**src/rtl/draw_text_box.sv**
```systemverilog
`default_nettype none
// +----------------------------------------------------------------------------+
// | Module   : draw_text_box                                                   |
// | Purpose  : Text-window overlay for the VGA pixel pipeline. Draws a grid of |
// |            2**ROW_BITS x 2**COL_BITS cells of 8x16 glyphs, scaled by        |
// |            2**SCALE_LOG2, at a runtime position that is only updated on a  |
// |            vsync rising edge. Supports a transparent background and a      |
// |            blinking (inverted) cursor cell.                                 |
// | Ports    : pclk/rst            pixel clock, async active-high reset        |
// |            *_in timing, rgb_in upstream raster and pixel colour            |
// |            box_x/box_y         requested top-left corner (frame-latched)   |
// |            transparent         background pixels pass rgb_in through      |
// |            cursor_en/_col/_row blinking cursor cell                        |
// |            char_xy/char_line   cell address and glyph line to font path    |
// |            char_pixels         glyph row returned FONT_LAT clocks later    |
// |            *_out, rgb_out      raster delayed FONT_LAT+2 clocks + pixel    |
// | Revision : 1.0  initial release                                            |
// +----------------------------------------------------------------------------+
module draw_text_box #(
  parameter int          COL_BITS     = 4,
  parameter int          ROW_BITS     = 3,
  parameter int          SCALE_LOG2   = 0,
  parameter int          FONT_LAT     = 1,
  parameter logic [10:0] X_INIT       = 11'd454,
  parameter logic [10:0] Y_INIT       = 11'd96,
  parameter int          BLINK_FRAMES = 30,
  parameter logic [11:0] BG_COLOR     = 12'h000,
  parameter logic [11:0] FG_COLOR     = 12'h06f
) (
  input  logic                         pclk,
  input  logic                         rst,
  input  logic [10:0]                  hcount_in,
  input  logic                         hsync_in,
  input  logic                         hblnk_in,
  input  logic [10:0]                  vcount_in,
  input  logic                         vsync_in,
  input  logic                         vblnk_in,
  input  logic [11:0]                  rgb_in,
  input  logic [10:0]                  box_x,
  input  logic [10:0]                  box_y,
  input  logic                         transparent,
  input  logic                         cursor_en,
  input  logic [COL_BITS-1:0]          cursor_col,
  input  logic [ROW_BITS-1:0]          cursor_row,
  input  logic [7:0]                   char_pixels,
  output logic [10:0]                  hcount_out,
  output logic                         hsync_out,
  output logic                         hblnk_out,
  output logic [10:0]                  vcount_out,
  output logic                         vsync_out,
  output logic                         vblnk_out,
  output logic [11:0]                  rgb_out,
  output logic [ROW_BITS+COL_BITS-1:0] char_xy,
  output logic [3:0]                   char_line
);

  // Box extent in pixels; 12 bits so the right/bottom edge never wraps.
  localparam logic [11:0] C_BOX_W = 12'((8 << SCALE_LOG2) << COL_BITS);
  localparam logic [11:0] C_BOX_H = 12'((16 << SCALE_LOG2) << ROW_BITS);
  localparam int          C_BLINK_W = (BLINK_FRAMES > 1) ? $clog2(BLINK_FRAMES) : 1;
  localparam logic [C_BLINK_W-1:0] C_BLINK_LAST = C_BLINK_W'(BLINK_FRAMES - 1);

  // Everything that travels alongside a pixel while the font lookup is in flight.
  typedef struct packed {
    logic [10:0] hcount;
    logic        hsync;
    logic        hblnk;
    logic [10:0] vcount;
    logic        vsync;
    logic        vblnk;
    logic [11:0] rgb;
    logic        in_box;
    logic [2:0]  px;
    logic        inv;
    logic        transp;
  } pix_t;

  // --------------------------------------------------------------------------
  // Frame-synchronous position and cursor blink state
  // --------------------------------------------------------------------------
  logic [10:0]          bx_q, bx_d;
  logic [10:0]          by_q, by_d;
  logic                 vsync_prev_q;
  logic [C_BLINK_W-1:0] blink_cnt_q, blink_cnt_d;
  logic                 blink_phase_q, blink_phase_d;
  logic                 w_frame_start;

  assign w_frame_start = vsync_in & ~vsync_prev_q;

  always_comb begin
    bx_d          = bx_q;
    by_d          = by_q;
    blink_cnt_d   = blink_cnt_q;
    blink_phase_d = blink_phase_q;
    if (w_frame_start) begin
      bx_d = box_x;
      by_d = box_y;
      if (blink_cnt_q == C_BLINK_LAST) begin
        blink_cnt_d   = '0;
        blink_phase_d = ~blink_phase_q;
      end else begin
        blink_cnt_d = blink_cnt_q + C_BLINK_W'(1);
      end
    end
  end

  always_ff @(posedge pclk or posedge rst) begin
    if (rst) begin
      bx_q          <= X_INIT;
      by_q          <= Y_INIT;
      vsync_prev_q  <= 1'b0;
      blink_cnt_q   <= '0;
      blink_phase_q <= 1'b0;
    end else begin
      bx_q          <= bx_d;
      by_q          <= by_d;
      vsync_prev_q  <= vsync_in;
      blink_cnt_q   <= blink_cnt_d;
      blink_phase_q <= blink_phase_d;
    end
  end

  // --------------------------------------------------------------------------
  // Stage 1: box-relative coordinates, cell address, cursor hit
  // --------------------------------------------------------------------------
  logic [11:0]                  w_h_ext, w_v_ext, w_bx_ext, w_by_ext;
  logic [10:0]                  w_rx, w_ry;
  logic                         w_in_box;
  logic [COL_BITS-1:0]          w_col;
  logic [ROW_BITS-1:0]          w_row;
  logic [3:0]                   w_line;
  logic [2:0]                   w_px;
  logic                         w_cursor_hit;
  pix_t                         s1_d, s1_q;
  logic [ROW_BITS+COL_BITS-1:0] char_xy_d, char_xy_q;
  logic [3:0]                   char_line_d, char_line_q;

  assign w_h_ext  = {1'b0, hcount_in};
  assign w_v_ext  = {1'b0, vcount_in};
  assign w_bx_ext = {1'b0, bx_q};
  assign w_by_ext = {1'b0, by_q};

  // rx/ry wrap when left of / above the box; in_box masks those cases.
  assign w_rx = hcount_in - bx_q;
  assign w_ry = vcount_in - by_q;

  assign w_in_box = (w_h_ext >= w_bx_ext) && (w_h_ext < w_bx_ext + C_BOX_W) &&
                    (w_v_ext >= w_by_ext) && (w_v_ext < w_by_ext + C_BOX_H);

  assign w_col  = COL_BITS'(w_rx >> (SCALE_LOG2 + 3));
  assign w_row  = ROW_BITS'(w_ry >> (SCALE_LOG2 + 4));
  assign w_line = 4'(w_ry >> SCALE_LOG2);
  assign w_px   = 3'(w_rx >> SCALE_LOG2);

  assign w_cursor_hit = w_in_box && (w_col == cursor_col) && (w_row == cursor_row);

  always_comb begin
    s1_d        = '0;
    s1_d.hcount = hcount_in;
    s1_d.hsync  = hsync_in;
    s1_d.hblnk  = hblnk_in;
    s1_d.vcount = vcount_in;
    s1_d.vsync  = vsync_in;
    s1_d.vblnk  = vblnk_in;
    s1_d.rgb    = rgb_in;
    s1_d.in_box = w_in_box;
    s1_d.px     = w_px;
    // Cursor inversion is resolved here so only one bit rides the pipeline.
    s1_d.inv    = w_cursor_hit & cursor_en & blink_phase_q;
    s1_d.transp = transparent;

    char_xy_d   = w_in_box ? {w_row, w_col} : '0;
    char_line_d = w_in_box ? w_line : 4'd0;
  end

  always_ff @(posedge pclk or posedge rst) begin
    if (rst) begin
      s1_q        <= '0;
      char_xy_q   <= '0;
      char_line_q <= '0;
    end else begin
      s1_q        <= s1_d;
      char_xy_q   <= char_xy_d;
      char_line_q <= char_line_d;
    end
  end

  assign char_xy   = char_xy_q;
  assign char_line = char_line_q;

  // --------------------------------------------------------------------------
  // Delay line matching the external font path latency
  // --------------------------------------------------------------------------
  pix_t dly_q [FONT_LAT];

  always_ff @(posedge pclk or posedge rst) begin
    if (rst) begin
      for (int i = 0; i < FONT_LAT; i++) begin
        dly_q[i] <= '0;
      end
    end else begin
      dly_q[0] <= s1_q;
      for (int i = 1; i < FONT_LAT; i++) begin
        dly_q[i] <= dly_q[i-1];
      end
    end
  end

  // --------------------------------------------------------------------------
  // Final stage: glyph bit select and colour compositing
  // --------------------------------------------------------------------------
  pix_t        w_last;
  logic        w_glyph_bit;
  logic        w_fg;
  logic [11:0] rgb_d;

  assign w_last = dly_q[FONT_LAT-1];

  always_comb begin
    w_glyph_bit = char_pixels[3'd7 - w_last.px];
    w_fg        = w_glyph_bit ^ w_last.inv;
    rgb_d       = '0;
    if (w_last.hblnk || w_last.vblnk) begin
      rgb_d = '0;
    end else if (!w_last.in_box) begin
      rgb_d = w_last.rgb;
    end else if (w_fg) begin
      rgb_d = FG_COLOR;
    end else if (w_last.transp) begin
      rgb_d = w_last.rgb;
    end else begin
      rgb_d = BG_COLOR;
    end
  end

  logic [10:0] hcount_q, vcount_q;
  logic        hsync_q, hblnk_q, vsync_q, vblnk_q;
  logic [11:0] rgb_q;

  always_ff @(posedge pclk or posedge rst) begin
    if (rst) begin
      hcount_q <= '0;
      hsync_q  <= 1'b0;
      hblnk_q  <= 1'b0;
      vcount_q <= '0;
      vsync_q  <= 1'b0;
      vblnk_q  <= 1'b0;
      rgb_q    <= '0;
    end else begin
      hcount_q <= w_last.hcount;
      hsync_q  <= w_last.hsync;
      hblnk_q  <= w_last.hblnk;
      vcount_q <= w_last.vcount;
      vsync_q  <= w_last.vsync;
      vblnk_q  <= w_last.vblnk;
      rgb_q    <= rgb_d;
    end
  end

  assign hcount_out = hcount_q;
  assign hsync_out  = hsync_q;
  assign hblnk_out  = hblnk_q;
  assign vcount_out = vcount_q;
  assign vsync_out  = vsync_q;
  assign vblnk_out  = vblnk_q;
  assign rgb_out    = rgb_q;

endmodule
`default_nettype wire

```
**config.mk**
```make
export PLATFORM = sky130hd
export DESIGN_NAME = draw_text_box
export DESIGN_NICKNAME = d
export VERILOG_FILES = /design/src/rtl/draw_text_box.sv
export SDC_FILE = /design/constraint.sdc
export NUM_CORES = 1
export LEC_CHECK = 0
export BUFFER_PORTS_ARGS = -buffer_cell sky130_fd_sc_hd__buf_2
export CORE_MARGIN = 3
export CORE_UTILIZATION = 25
export DETAILED_ROUTE_END_ITERATION = 7
export GPL_ROUTABILITY_DRIVEN = 0
export MAX_ROUTING_LAYER = met4
export PLACE_DENSITY = 0.46
export SLEW_MARGIN = 10
export SYNTH_ARGS = -nofsm -noshare
export SYNTH_HDL_FRONTEND = slang
export SYNTH_SLANG_ARGS = --single-unit
export TNS_END_PERCENT = 10
```
**constraint.sdc**
```tcl
create_clock -name pclk -period 6.5 [get_ports pclk]
set_clock_uncertainty 0.15 [all_clocks]
set_input_delay 0.325 -clock pclk [delete_from_list [all_inputs] [get_ports pclk]]
set_output_delay 0.325 -clock pclk [all_outputs]
set_load 0.005 [all_outputs]
```
# Yosys cells after proc, flatten, opt, wreduce, memory -nomap -nowiden

Index checks and enable logic that the tools add are counted.

Register bits: 165
Input bits: 79
Output and inout bits: 49
Word-level logic and storage cells: 71

$add $sub $neg: 6
Magnitude comparators: 5
Equal/unequal tests: 3
Muxes and demuxes: 9
Bitwise gates (word level): 6
Reductions and logical operators: 7

Operator list:

| operator                | number |
|---|---|
| $mux W12                | 4 |
| $add A11 B8 Y12 const B | 2 |
| $lt A11 B12 Y1          | 2 |
| $ge A11 B11 Y1          | 2 |
| $sub A7 B7 Y7           | 2 |
| $mux W7                 | 1 |
| $add A5 B1 Y5 const B   | 1 |
| $eq A5 B5 Y1 const B    | 1 |
| $logic_and A1 B1 Y1     | 5 |
| $mux W5                 | 1 |
| $eq A4 B4 Y1            | 1 |
| $lt A3 B4 Y1 const B    | 1 |
| $mux W4                 | 1 |
| $and A1 B1 Y1           | 3 |
| $bmux W1 S3             | 1 |
| $eq A3 B3 Y1            | 1 |
| $sub A3 B3 Y3 const A   | 1 |
| $not A1 Y1              | 2 |
| $reduce_and A2 Y1       | 1 |
| $logic_or A1 B1 Y1      | 1 |
| $mux W1                 | 1 |
| $xor A1 B1 Y1           | 1 |

# Logic depth before layout (Yosys ltp)

Gate-level depths: netlist (run 1).

Depth in word-level cells: 9
Gate-level depth with buffers: 10
Mapped depth without buffers: 10

# Worst setup path after synthesis (run 1)

OpenSTA, ideal clock, no wires.

Kind: flip-flop to flip-flop
Start point: register by_q[6]
End point: register s1_q[1] in the netlist's numbering
Library setup time: 0.111 ns
Arrival: 2.334 ns
Path slack: 3.905 ns
Stages on the path, launching flop included: 9
Path buffers: 0
Path through: dfstp_2 > inv_1 > ha_1 > xnor2_2 > o32ai_1 > or4_1 > nor4_1 > nand4_1 > a2111oi_2

RTL lines:

| element                | RTL line | text |
|---|---|---|
| from (decl)            | 82       | `logic [10:0] by_q, by_d;` |
| from (signal assigned) | 116      | `by_q <= by_d;` |
| to (signal assigned)   | 178      | `s1_q <= '0;` |
| to (signal assigned)   | 182      | `s1_q <= s1_d;` |
| to (decl)              | 134      | `pix_t s1_d, s1_q;` |

==> impl_results.md, run 1 <==
- Status: finished, final reports clean
- Die area: roughly 26000 um2
- DRC Markers: 0
- Fmax: approximately 0.28 GHz
- Post-synth ARST share: 1.000
- VDD IR-drop max: 0.1465 mV
- First-pass GRT wire length: ~23000 um
- Max Used Layer: met4
- Resized cells post-CTS: 0
- # setup viols final: 0
- Post-Synth Simple-Gate Area: 0.08983
- Final WS setup: 2.986 ns
- Register bit count reported by yosys: 165
- Top delay family on crit path: compound AO/OA/AOI/OAI gates
- Synth top area cells: dfrtp_1, ha_1, dfstp_2
- Number of max-cap violations: 0
- Crit path time final: 3.514 ns
- Yosys cell types: 51
- Area growth from synthesis to layout: 37.22%
- WS Path Type: in2reg
- Crit end category: flip-flop
- Synth Area in Compound Gates: 0.09024
- Vias in the first global route: 4467
- Post-layout util: 0.3538
- Starting Density: 0.2578
- Tot GR Track Use: 0.1171
- Post-Synth Adder-Cell Area: 0.07578
- DR WL/cell: 14.26 um
- Number of I/O pins: 128
- Crit-path slowest cell: o2111ai_1
- Initial antenna violation count: 3
- Reg2reg start: by_q[0]
- CP required: approximately 6.7 ns
- Critical hold path startpoint: cursor_col[2]
- Place WS: between 3 and 4 ns
- Met1 WL: around 6500 um
- Mapped cell area: 6142 um2
- Clock sink total: 165
- Fin nets: 784
- Main combinational cell family by area after synthesis: compound AO/OA/AOI/OAI gates
- Total wire length: 14310 um
- Crit-path cells: dlygate4sd3_1 > buf_2 > inv_1 > ha_1 > inv_1 > fa_1 > a211o_1 > and3_1 > o41ai_1 > o2111ai_1 > a2111oi_2
- Area share of the leading cell type in the synthesized netlist: 0.6437
- End of the worst register-to-register path: s1_q[1]
- Register-to-register setup slack: between 3 and 4 ns
- Worst slew pin tran: approximately 1.1 ns
- CTS H-tree depth: 4
- Chip height: approximately 160 um
- Antenna viol nets, final: 0
- Share of post-route cells with drive strength above 1: 0.2610
- DP Cell Count: 907
- Cell area power density: roughly 310 nW/um2
- Crit share post-route: 0.5406
- CTS max path bufs: 2
- Total CTS buffers: 17
- Critical Path Most Common Cell: inv_1
- Core ar.: 23820 um2
- Ys flop type: dfrtp_1
- Slew HR: 0.2781
- Post-Synthesis Net Count: roughly 580
- Critical path startpoint category: primary input
- Number of flops mapped to enable cells by yosys: 0
- Max FO, Critical Path: 12
- Clk_lat worst skew: 0.43 ns
- Hold Path Depth: 3
- Rows: 56
- Worst min path class: in2reg
- Hold_ws: about 0.062 ns
- Mux contribution to synthesized area: 0.01059
- Ys Warns: 0
- Die Wd: 162.7 um
- CP bufs+invs: 4
- Syn avg cell area: 13.10 um2
- Total global routing overflow: 0
- Post-DP HPWL: 10280 um
- CTS root buffer: clkbuf_16
- Detail Route met2 WL: roughly 6700 um
- I/O Buffers: 127
- Met3 routed WL: 958 um
- Via density: 4.107
- RSZ-0062 raised after global routing: no
- Setup TNS: 0 ns
- Sequential element share of the synthesized area: 0.6737
- WP data arrival: roughly 3.7 ns
- Largest net degree at the start of global routing: 103
- Yosys top cell by area: dfrtp_1
- Final Hold Viols: 0
- Max Transition Viols Final: 0
- Post-Synth XOR/XNOR Area: 0.03056
- Fin cells: 1004
- P_leak: around 4.1 nW
- Worst Hold Path EP: s1_q[1]
- Vias post-DR: 4123
- DR iter-0 viols: 214
- TritonRoute pass-1 iters: 4
- CTS tree: built
- Worst reg2reg path depth: 8
- Slowest stage delay, CP: 0.61 ns
- Syn Inst Count: between 400 and 500
- CTS clock-pin slew for the worst setup and hold paths: roughly 0.070 ns
[placed cells by master (no fill, tap or decap), types with 3 or more instances in the layout]
cell type and count:
a211o_1 3, a21o_1 9, a21oi_1 16, and3_1 10, buf_2 127, clkbuf_16 17, clkinv_8 6, dfrtp_1 158
dfstp_2 7, diode_2 3, dlygate4sd3_1 62, ha_1 34, inv_1 36, inv_12 4, inv_6 4, nand2_1 40
nand2b_1 6, nand3_1 9, nand4_1 5, nor2_1 17, nor2b_1 4, nor3_1 9, o2111ai_1 3, o21a_1 3
o21ai_0 31, xnor2_1 15
[cells in the mapped netlist (5+ instances only)]
| cell type | count |
|---|---|
| clkbuf_1 | 7 |
| nand4_1 | 5 |
| nor2b_1 | 5 |
| nand2b_1 | 6 |
| nor3_1 | 9 |
| and3_1 | 10 |
| dfstp_2 | 7 |
| dfrtp_1 | 158 |
| inv_1 | 37 |
| nor2_1 | 17 |
| o21ai_0 | 31 |
| ha_1 | 34 |
| nand3_1 | 9 |
| a21oi_1 | 16 |
| xnor2_1 | 15 |
| a21o_1 | 9 |
| nand2_1 | 40 |
[how the worst max path moves through the flow]
stage	endpoint	depth (start not counted)	start
floorplan	blink_cnt_q[0]	1	rst
global placement	s1_q[1]	10	vcount_in[0]
detailed placement	s1_q[1]	10	vcount_in[0]
CTS	s1_q[1]	11	vcount_in[0]
global route	s1_q[1]	11	vcount_in[0]
finish	s1_q[1]	11	vcount_in[0]
[flip-flops by register name, summed over array words and instances, names as in the netlist, 4 cells and up]
register     cells
char_xy          7
by_q            11
dly_q           44
char_line        4
vcount_out      11
bx_q            11
hcount_out      11
blink_cnt_q      5
s1_q            44
rgb_out         12
[per-layer routing]
metal	up-vias	global-route usage
li1	2013	-
met1	1985	0.1423
met2	110	0.1806
met3	15	0.04044
met4	0	0.04460
met5	-	-
[worst reg2reg max path: cells and delay by family, from the launching register on]
family | cells | cell delay, ns
compound gates | 4 | 1.81
fa+ha+maj | 2 | 0.59
buf+inv | 1 | 0.07
flops | 1 | 0.35
simple gates | 1 | 0.20
[cell families after synthesis]
logic type / Yosys count
adders and majority gates: 36
muxes: 4
buffers and inverters: 47
AOI/OAI and AO/OA: 85
xor gates and xnor gates: 19
DFF: 165
and+or+nand+nor: 113
[timing repair]
item                                    in CTS  in global routing
buffers inserted                             0                  0
endpoints found under the setup margin       0                  0
hold buffers                                62                  0
hold endpoints to repair                   134                  0
[per-stage QoR]
| step | total power [mW] | cell area, um2 |
|---|---|---|
| final | 2.605 | 8428 |
| after global routing | 2.754 | 8428 |
| after CTS | 2.655 | 8416 |
| after detailed placement | 1.548 | 7158 |
| after global placement | 1.534 | 7158 |
| after floorplan | 1.415 | 6142 |
[area by class of cell]
| cell class | count | area [um2] |
|---|---|---|
| clock inverter | 15 | 211.5 |
| antenna | 3 | 7.507 |
| multi-input combinational | 257 | 1832 |
| fill | 2355 | 15390 |
| sequential | 165 | 4138 |
| clock buffer | 17 | 425.4 |
| tap | 319 | 399.1 |
| timing repair buffer | 191 | 1271 |
| inverter | 37 | 143.9 |
[power by group]
part,internal [mW],switching (mW),total (mW)
sequential,1.11,0.0411,1.16
combinational,0.184,0.212,0.396
clock,0.537,0.516,1.05
(Power assumes the default switching activity.)
==> run 2, diff against run 1 <==
Settings changed: PLACE_DENSITY 0.46 to 0.47.
Clock period 6.5 ns to 3.15 ns, I/O delays scaled along.
==> impl_results.md, run 2 (same netlist as run 1, synthesis figures left out) <==
- Fin nets: 787 (+0.38%)
- Footprint of the multi-input gates: 1841 um2 (+0.48%)
- Area growth from synthesis to layout: 37.77%
- Largest net degree at the start of global routing: 166 (+61%)
- Filler Cell Count: 2368 (+0.55%)
- I/O Buffers: 127 (unchanged)
- Chip height: 162.7 um (unchanged)
- DR iter-0 viols: 227 (+6.1%)
- Number of I/O pins: 128 (unchanged)
- Max Used Layer: met4
- # setup viols final: 0 (unchanged)
- Reg2reg start: by_q[6]
- Core ar.: 23820 um2 (unchanged)
- Rows: 56 (unchanged)
- Max FO, Critical Path: 8 (-4)
- Antenna viol nets, final: 0 (unchanged)
- Status: finished, final reports clean
- RSZ-0062 raised after global routing: no
- Met1 WL: 6594 um (+2.0%)
- Starting Density: 0.2578 (unchanged)
- First-pass GRT wire length: 23690 um (+1.7%)
- WS Path Type: in2reg
- DRC Markers: 0 (unchanged)
- Clk_lat worst skew: 0.43 ns (about the same)
- Post-DP HPWL: 10310 um (+0.29%)
- Slew HR: 0.4346 (+0.1565)
- Setup TNS: 0 ns (unchanged)
- Die area: 26490 um2 (unchanged)
- Commonest non-fill, non-tap cells in the layout: dfrtp_1, buf_2, dlygate4sd3_1
- Register-to-register setup slack: 0.35 ns (-2.89 ns)
- Total CTS buffers: 17 (unchanged)
- Vias in the first global route: 4475 (+0.18%)
- Number of max-cap violations: 0 (unchanged)
- Fmax: 0.3457 GHz
- Crit share post-route: 0.9184
- CTS max path bufs: 2 (unchanged)
- Cell area power density: 628.4 nW/um2 (+100%)
- End of the worst register-to-register path: s1_q[1]
- Critical path startpoint category: primary input
- TritonRoute pass-1 iters: 4 (unchanged)
- Crit path time final: 2.893 ns
- Worst min path class: in2reg
- Met3 routed WL: 977 um (+2.0%)
- CP required: 3.34 ns (-3.32 ns)
- CTS tree: built
- DP Area: 7184 um2 (+0.37%)
- Total wire length: 14360 um (+0.33%)
- CTS clock-pin slew for the worst setup and hold paths: 0.07 ns (about the same)
- Place WS: 0.1939 ns (-2.807 ns)
- CTS root buffer: clkbuf_16
- Initial antenna violation count: 4 (+1)
- Die Wd: 162.7 um (unchanged)
- Detail Route met2 WL: 6559 um (-1.8%)
- Via density: 4.111 (+0.11%)
- Vias post-DR: 4144 (+0.51%)
- DR WL/cell: 14.25 um (about the same)
- Worst Hold Path EP: s1_q[1]
- Critical hold path startpoint: cursor_row[0]
- Clock sink total: 165 (unchanged)
- Power Total: 5.318 mW (+100%)
- Crit end category: flip-flop
- Post-CTS Setup Inserts: 0 (unchanged)
- Worst slew pin tran: 0.8481 ns (-0.2336 ns)
- Tot GR Track Use: 0.1192 (+0.002092)
- WP data arrival: 3.09 ns (-0.59 ns)
- Total global routing overflow: 0 (unchanged)
- Hold Path Depth: 5 (+2)
- Final WS setup: 0.2571 ns (-2.729 ns)
- Hold_ws: 0.03463 ns (-0.02754 ns)
- Worst reg2reg path depth: 8 (unchanged)
- Share of post-route cells with drive strength above 1: 0.2642 (+0.003237)
- CTS H-tree depth: 4 (unchanged)
- Commonest non-fill, non-tap cell in the layout: dfrtp_1
- Final Hold Viols: 0 (unchanged)
- DP Cell Count: 909 (+0.22%)
- P_leak: 4.064 nW (+0.21%)
- Fin cells: 1008 (+0.40%)
- Fin area: 8462 um2 (+0.40%)
- Max Transition Viols Final: 0 (unchanged)
- Post-layout util: 0.3552 (+0.001418)
- Reg area: 4138 um2 (unchanged)
- VDD IR-drop max: 0.2982 mV (+100%)
[run 2: how the worst max path moves through the flow]
stage	depth (start not counted)	startpoint	end
2_1_floorplan	8	by_q[6]	s1_q[1]
3_3_place_gp	11	vcount_in[0]	char_xy[4]
3_5_place_dp	9	by_q[0]	char_xy[4]
4_1_cts	12	vcount_in[0]	char_xy[4]
5_1_grt	12	vcount_in[0]	char_xy[4]
6_report	12	vcount_in[0]	char_xy[4]
[run 2: area by class of cell]
class	instances	area share
clock inverter	15	0.02336
tap	319	0.04717
sequential	165	0.4890
timing repair buffer	194	0.1547
antenna	4	0.001183
clock buffer	17	0.05027
inverter	37	0.01686
multi-input combinational	257	0.2175
[run 2: critical path: stages]
cell           delay [ns]
dlygate4sd3_1        0.53
buf_2                0.13
inv_1                0.05
ha_1                 0.17
inv_1                0.06
fa_1                 0.41
a211o_1              0.33
and3_1               0.20
o41ai_2              0.36
o2111ai_2            0.26
buf_4                0.23
nor3_1               0.18
[run 2: metal layers]
metal,vias up,global-route usage
li1,2013,-
met1,1999,0.1520
met2,113,0.1785
met3,19,0.03917
met4,0,0.04229
met5,-,-
[run 2: repair_timing]
item / CTS / global route
hold buffers: 63 / 0
setup endpoints to repair: 0 / 9
gates resized for setup: 0 / 2
endpoints found under the hold margin: 223 / 0
[run 2: report_power, final]
group	internal, mW	switching [mW]
Sequential	2.30	0.0842
Combinational	0.386	0.439
Clock	1.09	1.02
==> run 3, diff against run 2 <==
Settings changed: BUFFER_PORTS_ARGS -buffer_cell sky130_fd_sc_hd__buf_2 to -buffer_cell sky130_fd_sc_hd__buf_4, PLACE_DENSITY 0.47 to 0.46.
Clock period 3.15 ns to 3.4 ns, I/O delays scaled along.
==> impl_results.md, run 3 (same netlist as run 1, synthesis figures left out) <==
- Place WS: 0.6128 ns (+0.4189 ns)
- Cell area power density: 566.6 nW/um2 (-9.8%)
- Final Hold Viols: 0 (unchanged)
- Resized cells post-CTS: 0 (unchanged)
- Setup TNS: 0 ns (unchanged)
- Antenna cells: 0 (-4)
- Commonest non-fill, non-tap cells in the layout: dfrtp_1, buf_4, dlygate4sd3_1
- CP required: 3.57 ns (+0.23 ns)
- DP Area: 7502 um2 (+4.4%)
- CTS clock-pin slew for the worst setup and hold paths: 0.07 ns (about the same)
- Crit path time final: 2.904 ns
- Post-CTS Setup Inserts: 0 (unchanged)
- Crit share post-route: 0.8541
- Total wire length: 14360 um (about the same)
- VDD IR-drop max: 0.2978 mV (-0.13%)
- TritonRoute pass-1 iters: 4 (unchanged)
- CTS Hold Bufs: 64 (+1.6%)
- Share of post-route cells with drive strength above 1: 0.2624 (-0.001843)
- # setup viols final: 0 (unchanged)
- Starting Density: 0.2578 (unchanged)
- Rows: 56 (unchanged)
- First-pass GRT wire length: 23420 um (-1.2%)
- CTS tree: built
- Worst min path class: in2reg
- Die area: 26490 um2 (unchanged)
- Chip height: 162.7 um (unchanged)
- CTS max path bufs: 2 (unchanged)
- Max FO, Critical Path: 12 (+4)
- Crit end category: flip-flop
- Vias post-DR: 4179 (+0.84%)
- Total CTS buffers: 17 (unchanged)
- Max Transition Viols Final: 0 (unchanged)
- RSZ-0062 raised after global routing: no
- CTS root buffer: clkbuf_16
- Die Wd: 162.7 um (unchanged)
- DRC Markers: 0 (unchanged)
- WP data arrival: 3.07 ns (-0.02 ns)
- Critical path startpoint category: primary input
- Worst slew pin tran: 0.7260 ns (-0.1222 ns)
- Tot GR Track Use: 0.1176 (-0.001627)
- Fin area: 8755 um2 (+3.5%)
- Fin nets: 788 (+0.13%)
- Total global routing overflow: 0 (unchanged)
- Clock sink total: 165 (unchanged)
- Vias in the first global route: 4552 (+1.7%)
- Antenna viol nets, final: 0 (unchanged)
- Largest net degree at the start of global routing: 103 (-38%)
- DR iter-0 viols: 146 (-36%)
- Commonest non-fill, non-tap cell in the layout: dfrtp_1
- Fmax: approximately 0.34 GHz
- Status: finished, final reports clean
- Initial antenna violation count: 0 (-4)
- Number of max-cap violations: 0 (unchanged)
- WS Path Type: in2reg
- Power Total: 4.961 mW (-6.7%)
- Post-DP HPWL: 10350 um (+0.39%)
- Number of I/O pins: 128 (unchanged)
- Core ar.: 23820 um2 (unchanged)
- Clk_lat worst skew: 0.43 ns (about the same)
- P_leak: 4.148 nW (+2.1%)
- Via density: 4.158 (+1.1%)
- I/O Buffers: 127 (unchanged)
- Area growth from synthesis to layout: 42.53%
- Final WS setup: 0.4960 ns (+0.2389 ns)
- Slew HR: 0.5123 (+0.07773)
- DR WL/cell: 14.29 um (+0.27%)
- CTS H-tree depth: 4 (unchanged)
## run 3: cell types whose count changed in the layout (fill, tap and decap cells not counted), moves of 3 or more
| cell | before | now |
|---|---|---|
| clkinv_8 | 7 | 4 |
| buf_4 | 3 | 130 |
| inv_8 | 3 | 6 |
| buf_2 | 127 | 0 |
| diode_2 | 4 | 0 |
## run 3: worst max-delay path, stage by stage
cell,delay (ns)
dlygate4sd3_1,0.54
buf_4,0.14
inv_1,0.05
ha_1,0.18
inv_1,0.06
fa_1,0.41
a211o_1,0.32
and3_1,0.19
o41ai_1,0.42
o2111ai_1,0.17
buf_4,0.21
a2111oi_2,0.22
## run 3: layout make-up
type                    instances  area (um2)
flip-flops and latches        165        4138
fillers                      2330       15070
inverters                      37       142.6
clock buffers                  17       425.4
multi-input cells             257        1832
repair buffers                195        1637
clock inverters                15       181.4
well taps                     319       399.1
## run 3: where the power goes
| part | switching (mW) | total [mW] | internal, mW |
|---|---|---|---|
| logic | 0.407 | 0.809 | 0.402 |
| registers | 0.0825 | 2.21 | 2.13 |
| clock network | 0.936 | 1.94 | 1.00 |
| total | 1.43 | 4.96 | 3.54 |
## run 3: path summary, 6_finish.rpt
| path | startpoint | to | slack, ns | depth (start not counted) |
|---|---|---|---|---|
| worst max-delay path | vcount_in[0] | s1_q[1] | 0.50 | 12 |
| worst min-delay path | cursor_col[3] | s1_q[1] | 0.05 | 4 |
| worst max register to register | by_q[0] | s1_q[1] | 0.60 | 9 |
| worst min register to register | s1_q[37] | dly_q[37] | 0.19 | 0 |
| max in group asynchronous | rst | by_q[0] | 1.92 | 4 |
| min in group asynchronous | rst | s1_q[32] | 0.24 | 3 |
## run 3: per-layer routing
| layer | vias up | track usage | part of all wire |
|---|---|---|---|
| li1 | 2013 | - | - |
| met2 | 117 | 0.1811 | 0.47 |
| met3 | 14 | 0.03764 | 0.059 |
| met4 | 0 | 0.03652 | 0.012 |
| met1 | 2035 | 0.1483 | 0.45 |
| met5 | - | - | 0 |
## run 3: metrics by stage
step                      cells    util  hold slack (ns)
after floorplan             469       -          0.05143
after global placement      909  0.3149           0.1296
after detailed placement    909  0.3149           0.1306
after CTS                  1005  0.3673          0.02726
after global routing       1005  0.3675          0.04332
final                      1005  0.3675          0.04895
